## src/rtl/sys_defs.sv

```systemverilog
// Shared system definitions: data widths, the fetch/dispatch packet type,
// the canonical NOP encoding and the default instruction-buffer depth.
package sys_defs;

  localparam int XLEN     = 32;
  localparam int IB_DEPTH = 8;

  // RV32I "addi x0, x0, 0"
  localparam logic [31:0] NOP = 32'h0000_0013;

  typedef struct packed {
    logic            valid;
    logic [31:0]     inst;
    logic [XLEN-1:0] NPC;
    logic [XLEN-1:0] PC;
  } IF_IB_PACKET;

endpackage

```

## src/rtl/instr_buffer.sv

```systemverilog
// Instruction buffer between fetch and dispatch: a circular FIFO of fetch
// packets. Full/empty come only from registered state so fetch never sees a
// combinational path through dispatch. Squash flushes everything.
module instr_buffer
  import sys_defs::IF_IB_PACKET;
  import sys_defs::NOP;
#(
  parameter int IB_DEPTH = sys_defs::IB_DEPTH
) (
  input  logic                          clock,
  input  logic                          reset,
  input  logic                          squash,
  input  IF_IB_PACKET                   if_ib_packet,
  input  logic                          dp_take,
  output IF_IB_PACKET                   ib_dp_packet,
  output logic                          ib_full,
  output logic                          ib_empty,
  output logic [$clog2(IB_DEPTH+1)-1:0] ib_count
);

  localparam int PTR_W = $clog2(IB_DEPTH);
  localparam int CNT_W = $clog2(IB_DEPTH+1);

  IF_IB_PACKET            mem [IB_DEPTH];
  logic [PTR_W-1:0]       head, tail;
  logic [CNT_W-1:0]       count;
  logic                   push, pop;

  assign ib_full  = (count == CNT_W'(IB_DEPTH));
  assign ib_empty = (count == '0);
  assign ib_count = count;

  // Full is sampled from registered count, so a same-cycle pop cannot make
  // room for a same-cycle push.
  assign push = if_ib_packet.valid & ~ib_full  & ~squash;
  assign pop  = dp_take            & ~ib_empty & ~squash;

  // Pointer and occupancy bookkeeping; pointers wrap naturally (power of two).
  always_ff @(posedge clock) begin
    if (reset || squash) begin
      head  <= '0;
      tail  <= '0;
      count <= '0;
    end else begin
      if (push) tail <= tail + PTR_W'(1);
      if (pop)  head <= head + PTR_W'(1);
      case ({push, pop})
        2'b10:   count <= count + CNT_W'(1);
        2'b01:   count <= count - CNT_W'(1);
        default: count <= count;
      endcase
    end
  end

  // Entry storage; no reset needed since occupancy is tracked by count.
  always_ff @(posedge clock) begin
    if (push) mem[tail] <= if_ib_packet;
  end

  // Head entry to dispatch; masked to an invalid NOP when nothing is held.
  always_comb begin
    ib_dp_packet = mem[head];
    if (ib_empty) begin
      ib_dp_packet.valid = 1'b0;
      ib_dp_packet.inst  = NOP;
    end
  end

endmodule

```

## config.mk

```make
export PLATFORM = sky130hd
export DESIGN_NAME = instr_buffer
export DESIGN_NICKNAME = d
export VERILOG_FILES = /design/src/rtl/sys_defs.sv /design/src/rtl/instr_buffer.sv
export SDC_FILE = /design/constraint.sdc
export NUM_CORES = 1
export LEC_CHECK = 0
export ABC_CLOCK_PERIOD_IN_PS = 12750
export CAP_MARGIN = 20
export CORE_ASPECT_RATIO = 1.25
export CORE_UTILIZATION = 59
export CTS_CLUSTER_DIAMETER = 150
export DETAILED_ROUTE_END_ITERATION = 10
export PLACE_DENSITY = 0.8
export SLEW_MARGIN = 15
export SYNTH_ARGS = -nofsm -noshare
export SYNTH_HDL_FRONTEND = slang
export SYNTH_SLANG_ARGS = --single-unit
```

## constraint.sdc

```tcl
create_clock -name clock -period 12.75 [get_ports clock]
set_input_delay 2.55 -clock clock [delete_from_list [all_inputs] [get_ports clock]]
set_output_delay 2.55 -clock clock [all_outputs]
set_load 0.005 [all_outputs]
```

==> impl_metrics.tcl, run 1 <==
set metrics [dict create \
    worstSetupPathType "reg2out" \
    grt_usage 0.238 \
    crit_arrival_ns 4.67 \
    cts.root.buffer_cell "clkbuf_16" \
    worst_path_max_delay_cell "buf_4" \
    grt_pass1_wl_um 88500 \
    routed_wl_um 59300 \
    status "complete, no violations" \
    synth_area_mm2 0.0299 \
    ys_warn_count 0 \
    wl_per_cell_um 27.1 \
    grt_max_degree 108 \
    nets 1585 \
    clock_path_buffers 3 \
    maxSlewViolCount 0 \
    worst_hold_path_type "reg2reg" \
    grt_pass1_vias 14487 \
    ant_nets 0 \
    hpwlAfterDp_um 30900 \
    vias 13468 \
    firstDrtPassIters 5 \
    syn_to_final_growth_pct 16.9 \
    rsz0062_at_grt "no" \
    synth_top_cell_area_share 0.780 \
    slowest_delay_ns 0.89 \
    synth.avg_cell_area_um2 24.1 \
    core_mm2 0.0496 \
    power_density_mw_per_mm2 147 \
    synth_cells 1238 \
    timing.critical_path.buf_inv 3 \
    crit_path_max_fanout 107 \
    clk_pin_slew_worst_paths_ns 0.06 \
    cts_tree "done" \
    final-hold-violation-count 0 \
    clk_latency_ns 0.60 \
    setup_viol 0 \
    yosysTopAreaCell "edfxtp_1" \
    htree_levels 3 \
    synth_seq_area_share 0.789 \
    skew_ns 0.0216 \
    slew_headroom 0.233 \
    dr.first_iter.drc_count 1190 \
    design.die.area_mm2 0.0515 \
    syn-num-nets 1344 \
    drc 0 \
    postCtsSetupBuffers 0 \
    rows 91 \
    ios 204 \
    r2r_cells 5 \
    start_util 0.602 \
    start_kind "flip-flop" \
    antenna_found_initial 9 \
    min_period_over_period 0.566 \
    tightest_slew_ns 1.15 \
    ir_worst_vdd_mv 0.131 \
    cap_violations 0 \
    setup_ws_ns 5.53 \
    clock.fmax_ghz 0.139 \
    postCtsResizedCells 0 \
    drive_above_1_share 0.258 \
    period_needed_ns 7.22 \
    endpoint_kind "output port" \
    pre_cts_slack_ns 6.04 \
    place.gp.congestion 0.700 \
    cts_hold_buffers 0 \
    crit_required_ns 10.20 \
    finalSetupTns_ns 0 \
    port_buffers 203 \
    grt.overflow.total 0 \
    die_w_um 203 \
    path_depth 5 \
    die_h_um 254 \
    clock_sinks 789 \
    cts-buffers-inserted 74 \
    ys_ff_latch 789 \
    path_delay_family "buffers and inverters" \
    hold_depth 2 \
    viasPerCell 6.16 \
    cp_cell_sequence "buf_12, buf_4, mux4_2, mux2_2, clkdlybuf4s50_1" \
    synthTopCellsByArea "edfxtp_1, mux4_2, mux2_2" \
    synth_cell_types 27 \
    p_leak_nw 10.6 \
]
## state kept, by name (all words and copies together), names as in the netlist, named ones only
| name | count |
|---|---|
| head | 3 |
| ib_count | 4 |
| mem | 776 |
| tail | 3 |
## cell usage in the layout, fill, tap and decap left out, drive strengths merged
cell type      count
edfxtp           776
clkdlybuf4s50    203
mux4             194
clkbuf            94
mux2              65
nor2              45
mux2i             35
clkinv            27
buf               23
dfxtp             13
nand2             10
xor2               7
ha                 5
clkinvlp           5
nand3              4
a21oi              4
bufinv             4
inv                4
or3                3
nor3               3
or2                2
nand2b             2
diode              1
or4                1
or4b               1
nand4b             1
o21ai              1
nor4b              1
a41oi              1
o41ai              1
## synth_stat cells, drive strengths merged
master and instances:
or4 1, nor2 45, mux4 194, edfxtp 776, or4b 1, clkbuf 16
xor2 7, nand3 4, o41ai 1, nor4b 1, or3 3, mux2 65
nand2 10, inv 2, or2 2, buf 45, nand2b 2, a21oi 4
ha 5, nand4b 1, nor3 3, a41oi 1, dfxtp 13, mux2i 35
o21ai 1
## worst reg2reg max path, stage by stage (launching register included)
cell and delay [ns]:
dfxtp_1 0.49, or4b_1 0.29, nand4b_1 0.38, nor2_4 0.79, buf_4 0.50, buf_4 0.80
## layout make-up
type	instances	area (um2)
Sequential cell	789	23600
Fill cell	2865	14700
Multi-Input combinational cell	386	5990
Timing Repair Buffer	226	2240
Clock buffer	94	1990
Tap cell	651	815
Clock inverter	38	300
Inverter	2	7.51
Antenna cell	1	2.50
## logic make-up after synthesis
| family | count (synthesis) | share of synthesized area |
|---|---|---|
| and+or+nand+nor | 73 | 0.0107 |
| muxes | 294 | 0.183 |
| adders and majority gates | 5 | 0.00209 |
| DFF | 789 | 0.789 |
| AOI/OAI and AO/OA | 7 | 0.00142 |
| xor gates and xnor gates | 7 | 0.00205 |
| buffers and inverters | 63 | 0.0123 |
## where the power goes
group          total [mW]  switching (mW)  leakage, nW  internal [mW]
registers            2.88         0.00723         7.12           2.87
clock network        2.09           0.898         1.11           1.19
logic               0.161          0.0780         2.38         0.0832
total                5.12           0.983         10.6           4.14
## worst paths after layout
| path | from | endpoint | slack, ns |
|---|---|---|---|
| worst min register to register | head[1] | flip-flop | 0.49 |
| worst max register to register | ib_count[0] | mem[5][33] | 9.05 |
| worst max-delay path | flip-flop | ib_dp_packet[55] | 5.53 |
| worst min-delay path | head[1] | flip-flop | 0.49 |
## metrics by stage
step / hold WS, ns / instance area, um2 / cells / util / power, mW
after CTS: 0.493 / 34900 / 2185 / 0.703 / 5.16
after global routing: 0.531 / 34900 / 2187 / 0.703 / 5.26
after floorplan: 0.454 / 29900 / 1238 / - / 2.99
after detailed placement: 0.483 / 32600 / 2053 / 0.657 / 3.09
final: 0.487 / 34900 / 2187 / 0.703 / 5.12
after global placement: 0.469 / 32600 / 2053 / 0.657 / 3.09
## routing by layer
metal / GRT usage / routed length (um) / share of wire
met4: 0.0834 / 1360 / 0.023
met1: 0.310 / 22600 / 0.38
met2: 0.401 / 31000 / 0.52
met3: 0.0486 / 4200 / 0.071
met5: 0 / 115 / 0.0019
Note: power is estimated with default switching activity, not from simulation.
==> run 2, diff against run 1 <==
- ABC_CLOCK_PERIOD_IN_PS: 12750 -> 6400
- CORE_UTILIZATION: 59 -> 53
- PLACE_DENSITY: 0.8 -> 0.76
- clock period: 12.75 -> 6.4 ns (I/O delays scaled with it)
==> impl_metrics.tcl, run 2 (synthesis results as in run 1) <==
set metrics [dict create \
    worst_hold_path_type "reg2reg" \
    postCtsResizedCells 0 \
    largest_register_ffs 776 \
    maxSlewViolCount 0 \
    crit_path_max_fanout 74 \
    skew_ns 0.0283 \
    routed_wl_um 59300 \
    clock.fmax_ghz 0.217 \
    htree_levels 3 \
    design.die.area_mm2 0.0573 \
    timing.critical_path.buf_inv 2 \
    drive_above_1_share 0.266 \
    worstSetupPathType "reg2out" \
    place.gp.congestion 0.707 \
    hold_ws_ns 0.488 \
    hp-start "head[1]" \
    final_cell_mix "edfxtp_1, clkdlybuf4s50_1, mux4_2" \
    wl_per_cell_um 26.0 \
    cap_violations 0 \
    drc 0 \
    regArea_mm2 0.0236 \
    clock_sinks 789 \
    cts-buffers-inserted 74 \
    tightest_slew_ns 0.967 \
    stdcell_count 2280 \
    finalSetupTns_ns 0 \
    mostFrequentLayoutCell "edfxtp_1" \
    die_h_um 267 \
    grt_pass1_wl_um 89700 \
    clock_path_buffers 3 \
    min_period_over_period 0.721 \
    final_cell_area_mm2 0.0353 \
    crit_required_ns 5.12 \
    grt_pass1_vias 14760 \
    cp_cell_sequence "buf_12, mux4_2, mux2_2, clkdlybuf4s50_1" \
    vias 13487 \
    grt_usage 0.213 \
    clk_latency_ns 0.62 \
    regMostFlops "mem" \
    p_leak_nw 10.8 \
    hpwlAfterDp_um 31600 \
    nets 1594 \
    ios 204 \
    timing.rr.start "ib_count[1]" \
    slowest_delay_ns 0.96 \
    rsz0062_at_grt "no" \
    rows 96 \
    syn_to_final_growth_pct 18.3 \
    endpoint_kind "output port" \
    crit_arrival_ns 3.34 \
    start_util 0.541 \
    slew_headroom 0.356 \
    multiInputGateArea_mm2 0.00601 \
    power_density_mw_per_mm2 296 \
    path_delay_family "flip-flops" \
    worst_path_max_delay_cell "dfxtp_4" \
    grt.overflow.total 0 \
    ant_nets 0 \
    port_buffers 203 \
    cts_hold_buffers 0 \
    ir_worst_vdd_mv 0.275 \
    die_w_um 214 \
    cts.root.buffer_cell "clkbuf_16" \
    setup_viol 0 \
    viasPerCell 5.92 \
    fillers 3574 \
    setup_ws_ns 1.78 \
    antenna_found_initial 8 \
    grt_max_degree 98 \
    clk_pin_slew_worst_paths_ns 0.06 \
    final-hold-violation-count 0 \
    core_mm2 0.0553 \
    final_util 0.640 \
    power_mw 10.4 \
    place_area_mm2 0.0329 \
    pre_cts_slack_ns 2.17 \
    dr.first_iter.drc_count 1073 \
    postCtsSetupBuffers 0 \
    cts_tree "done" \
    start_kind "flip-flop" \
    status "complete, no violations" \
    firstDrtPassIters 5 \
    dpl.cell_count 2146 \
    period_needed_ns 4.62 \
]
==> run 2: cell count changes in the layout (fill, tap and decap cells not counted), moves of 3 or more <==
cell	previous run	this run
clkbuf_1	17	7
bufinv_16	4	9
clkinvlp_4	5	0
clkinv_2	11	14
clkinv_1	14	19
buf_12	1	9
==> run 2: cell type report <==
cell class,instances,area share
antenna,1,0.0000708
clock buffer,83,0.0546
clock inverter,49,0.0140
inverter,2,0.000212
multi-input combinational,386,0.170
sequential,789,0.667
tap,735,0.0260
timing repair buffer,235,0.0681
==> run 2: worst register-to-register path: stages (launching register included) <==
cell	delay, ns
dfxtp_1	0.47
or4b_1	0.29
nand2_1	0.15
or3_1	0.51
nor2_4	0.60
buf_4	0.59
==> run 2: report_power, final <==
part | internal [mW] | switching [mW] | total [mW]
logic | 0.168 | 0.157 | 0.325
registers | 5.72 | 0.0120 | 5.73
clock network | 2.54 | 1.85 | 4.39
total | 8.43 | 2.02 | 10.4
==> run 2: routing by layer <==
metal	vias up	track usage	part of all wire
met5	-	0	0.0015
met4	14	0.0712	0.020
met3	99	0.0475	0.067
met2	466	0.361	0.52
met1	7160	0.273	0.39
li1	5748	-	-
==> run 2: path summary, 6_finish.rpt <==
check	to	slack, ns	depth (start not counted)
setup / recovery	ib_dp_packet[46]	1.78	4
hold / removal	flip-flop	0.49	2
setup reg to reg	mem[2][75]	3.40	5
hold reg to reg	flip-flop	0.49	2
==> run 3, diff against run 2 <==
- ABC_CLOCK_PERIOD_IN_PS: 6400 -> 4600
- CORE_UTILIZATION: 53 -> 59
- PLACE_DENSITY: 0.76 -> 0.8
- clock period: 6.4 -> 4.6 ns (I/O delays scaled with it)
==> impl_metrics.tcl, run 3 (synthesis results as in run 1) <==
set metrics [dict create \
    vias 13493 \
    routed_wl_um 59800 \
    antenna_found_initial 8 \
    clk_latency_ns 0.61 \
    clock_path_buffers 3 \
    cap_violations 0 \
    largest_register_ffs 776 \
    final-hold-violation-count 0 \
    regArea_mm2 0.0236 \
    design.die.area_mm2 0.0515 \
    stdcell_count 2189 \
    dr.first_iter.drc_count 1261 \
    crit_required_ns 3.68 \
    crit_path_max_fanout 54 \
    min_period_over_period 0.827 \
    place.gp.congestion 0.734 \
    firstDrtPassIters 7 \
    power_density_mw_per_mm2 403 \
    cts_hold_buffers 0 \
    dpl.cell_count 2063 \
    cts-buffers-inserted 71 \
    ant_nets 0 \
    skew_ns 0.0249 \
    start_util 0.602 \
    nets 1591 \
    viasPerCell 6.16 \
    die_h_um 254 \
    port_buffers 203 \
    hpwlAfterDp_um 32400 \
    setup_viol 0 \
    fillers 2889 \
    drive_above_1_share 0.262 \
    rsz0062_at_grt "no" \
    timing.rr.start "ib_count[1]" \
    mostFrequentLayoutCell "edfxtp_1" \
    r2r_slack_ns 1.82 \
    maxSlewViolCount 0 \
    core_mm2 0.0496 \
    worst_hold_path_type "reg2reg" \
    clk_pin_slew_worst_paths_ns 0.06 \
    final_cell_mix "edfxtp_1, clkdlybuf4s50_1, mux4_2" \
    p_leak_nw 10.7 \
    grt_usage 0.240 \
    die_w_um 203 \
    hp-start "head[1]" \
    slew_headroom 0.571 \
    grt.overflow.total 0 \
    endpoint_kind "output port" \
    start_kind "flip-flop" \
    finalSetupTns_ns 0 \
    postCtsSetupBuffers 0 \
    wl_per_cell_um 27.3 \
    grt_max_degree 78 \
    tightest_slew_ns 0.642 \
    grt_pass1_wl_um 89100 \
    clock_sinks 789 \
    postCtsResizedCells 0 \
    drc 0 \
    hold_depth 2 \
    htree_levels 3 \
    r2r_cells 10 \
    multiInputGateArea_mm2 0.00601 \
    status "complete, no violations" \
    syn_to_final_growth_pct 17.7 \
    reg2reg_to "ib_count[2]" \
    ios 204 \
    clock.fmax_ghz 0.263 \
    cts.root.buffer_cell "clkbuf_16" \
    crit_arrival_ns 2.89 \
    grt_pass1_vias 14363 \
    rows 91 \
    period_needed_ns 3.81 \
    ir_worst_vdd_mv 0.425 \
    cts_tree "done" \
    worstSetupPathType "reg2out" \
    regMostFlops "mem" \
]
==> run 3: worst max-delay path by stage <==
stage	end	slack (ns)	cells after the start
after detailed placement	ib_count[2]	1.05	10
final	ib_dp_packet[69]	0.79	5
after global routing	ib_dp_packet[69]	0.58	5
after floorplan	mem[2][0]	-1.38	3
after global placement	ib_count[2]	1.12	10
after CTS	ib_dp_packet[69]	0.74	5
==> run 3: final cells by class <==
type / count / area share
antenna: 1 / 0.0000712
clock buffer: 83 / 0.0524
clock inverter: 42 / 0.0113
inverter: 2 / 0.000213
multi-input combinational: 386 / 0.171
sequential: 789 / 0.670
tap: 651 / 0.0232
timing repair buffer: 235 / 0.0717
==> run 3: per-stage QoR <==
step	total power [mW]	worst slack (ns)	utilization	hold slack, ns	cell area (um2)
finish	14.2	0.794	0.708	0.492	35200
global route	14.6	0.576	0.708	0.515	35200
CTS	14.3	0.737	0.708	0.485	35200
detailed placement	8.58	1.05	0.663	0.479	32900
global placement	8.56	1.12	0.663	0.457	32900
floorplan	8.29	-1.38	-	0.454	29900
==> run 3: power by group <==
group          total (mW)  switching [mW]  internal (mW)  leakage, nW
clock network        5.75            2.48           3.27         1.10
registers            7.97          0.0176           7.95         7.12
logic               0.460           0.224          0.236         2.46
total                14.2            2.72           11.5         10.7
==> run 3: per-layer routing <==
metal / vias up / GRT usage / routed length, um
met1: 7137 / 0.318 / 23300
met2: 504 / 0.403 / 31200
met3: 91 / 0.0503 / 4030
li1: 5745 / - / -
met5: - / 0 / 108
met4: 16 / 0.0752 / 1110
==> run 3: worst max-delay path: stages, from the launching register on <==
cell and delay [ns]:
dfxtp_4 0.41, buf_12 0.37, mux4_2 0.56, mux2i_1 0.37, nor2_1 0.08, clkdlybuf4s50_1 0.46
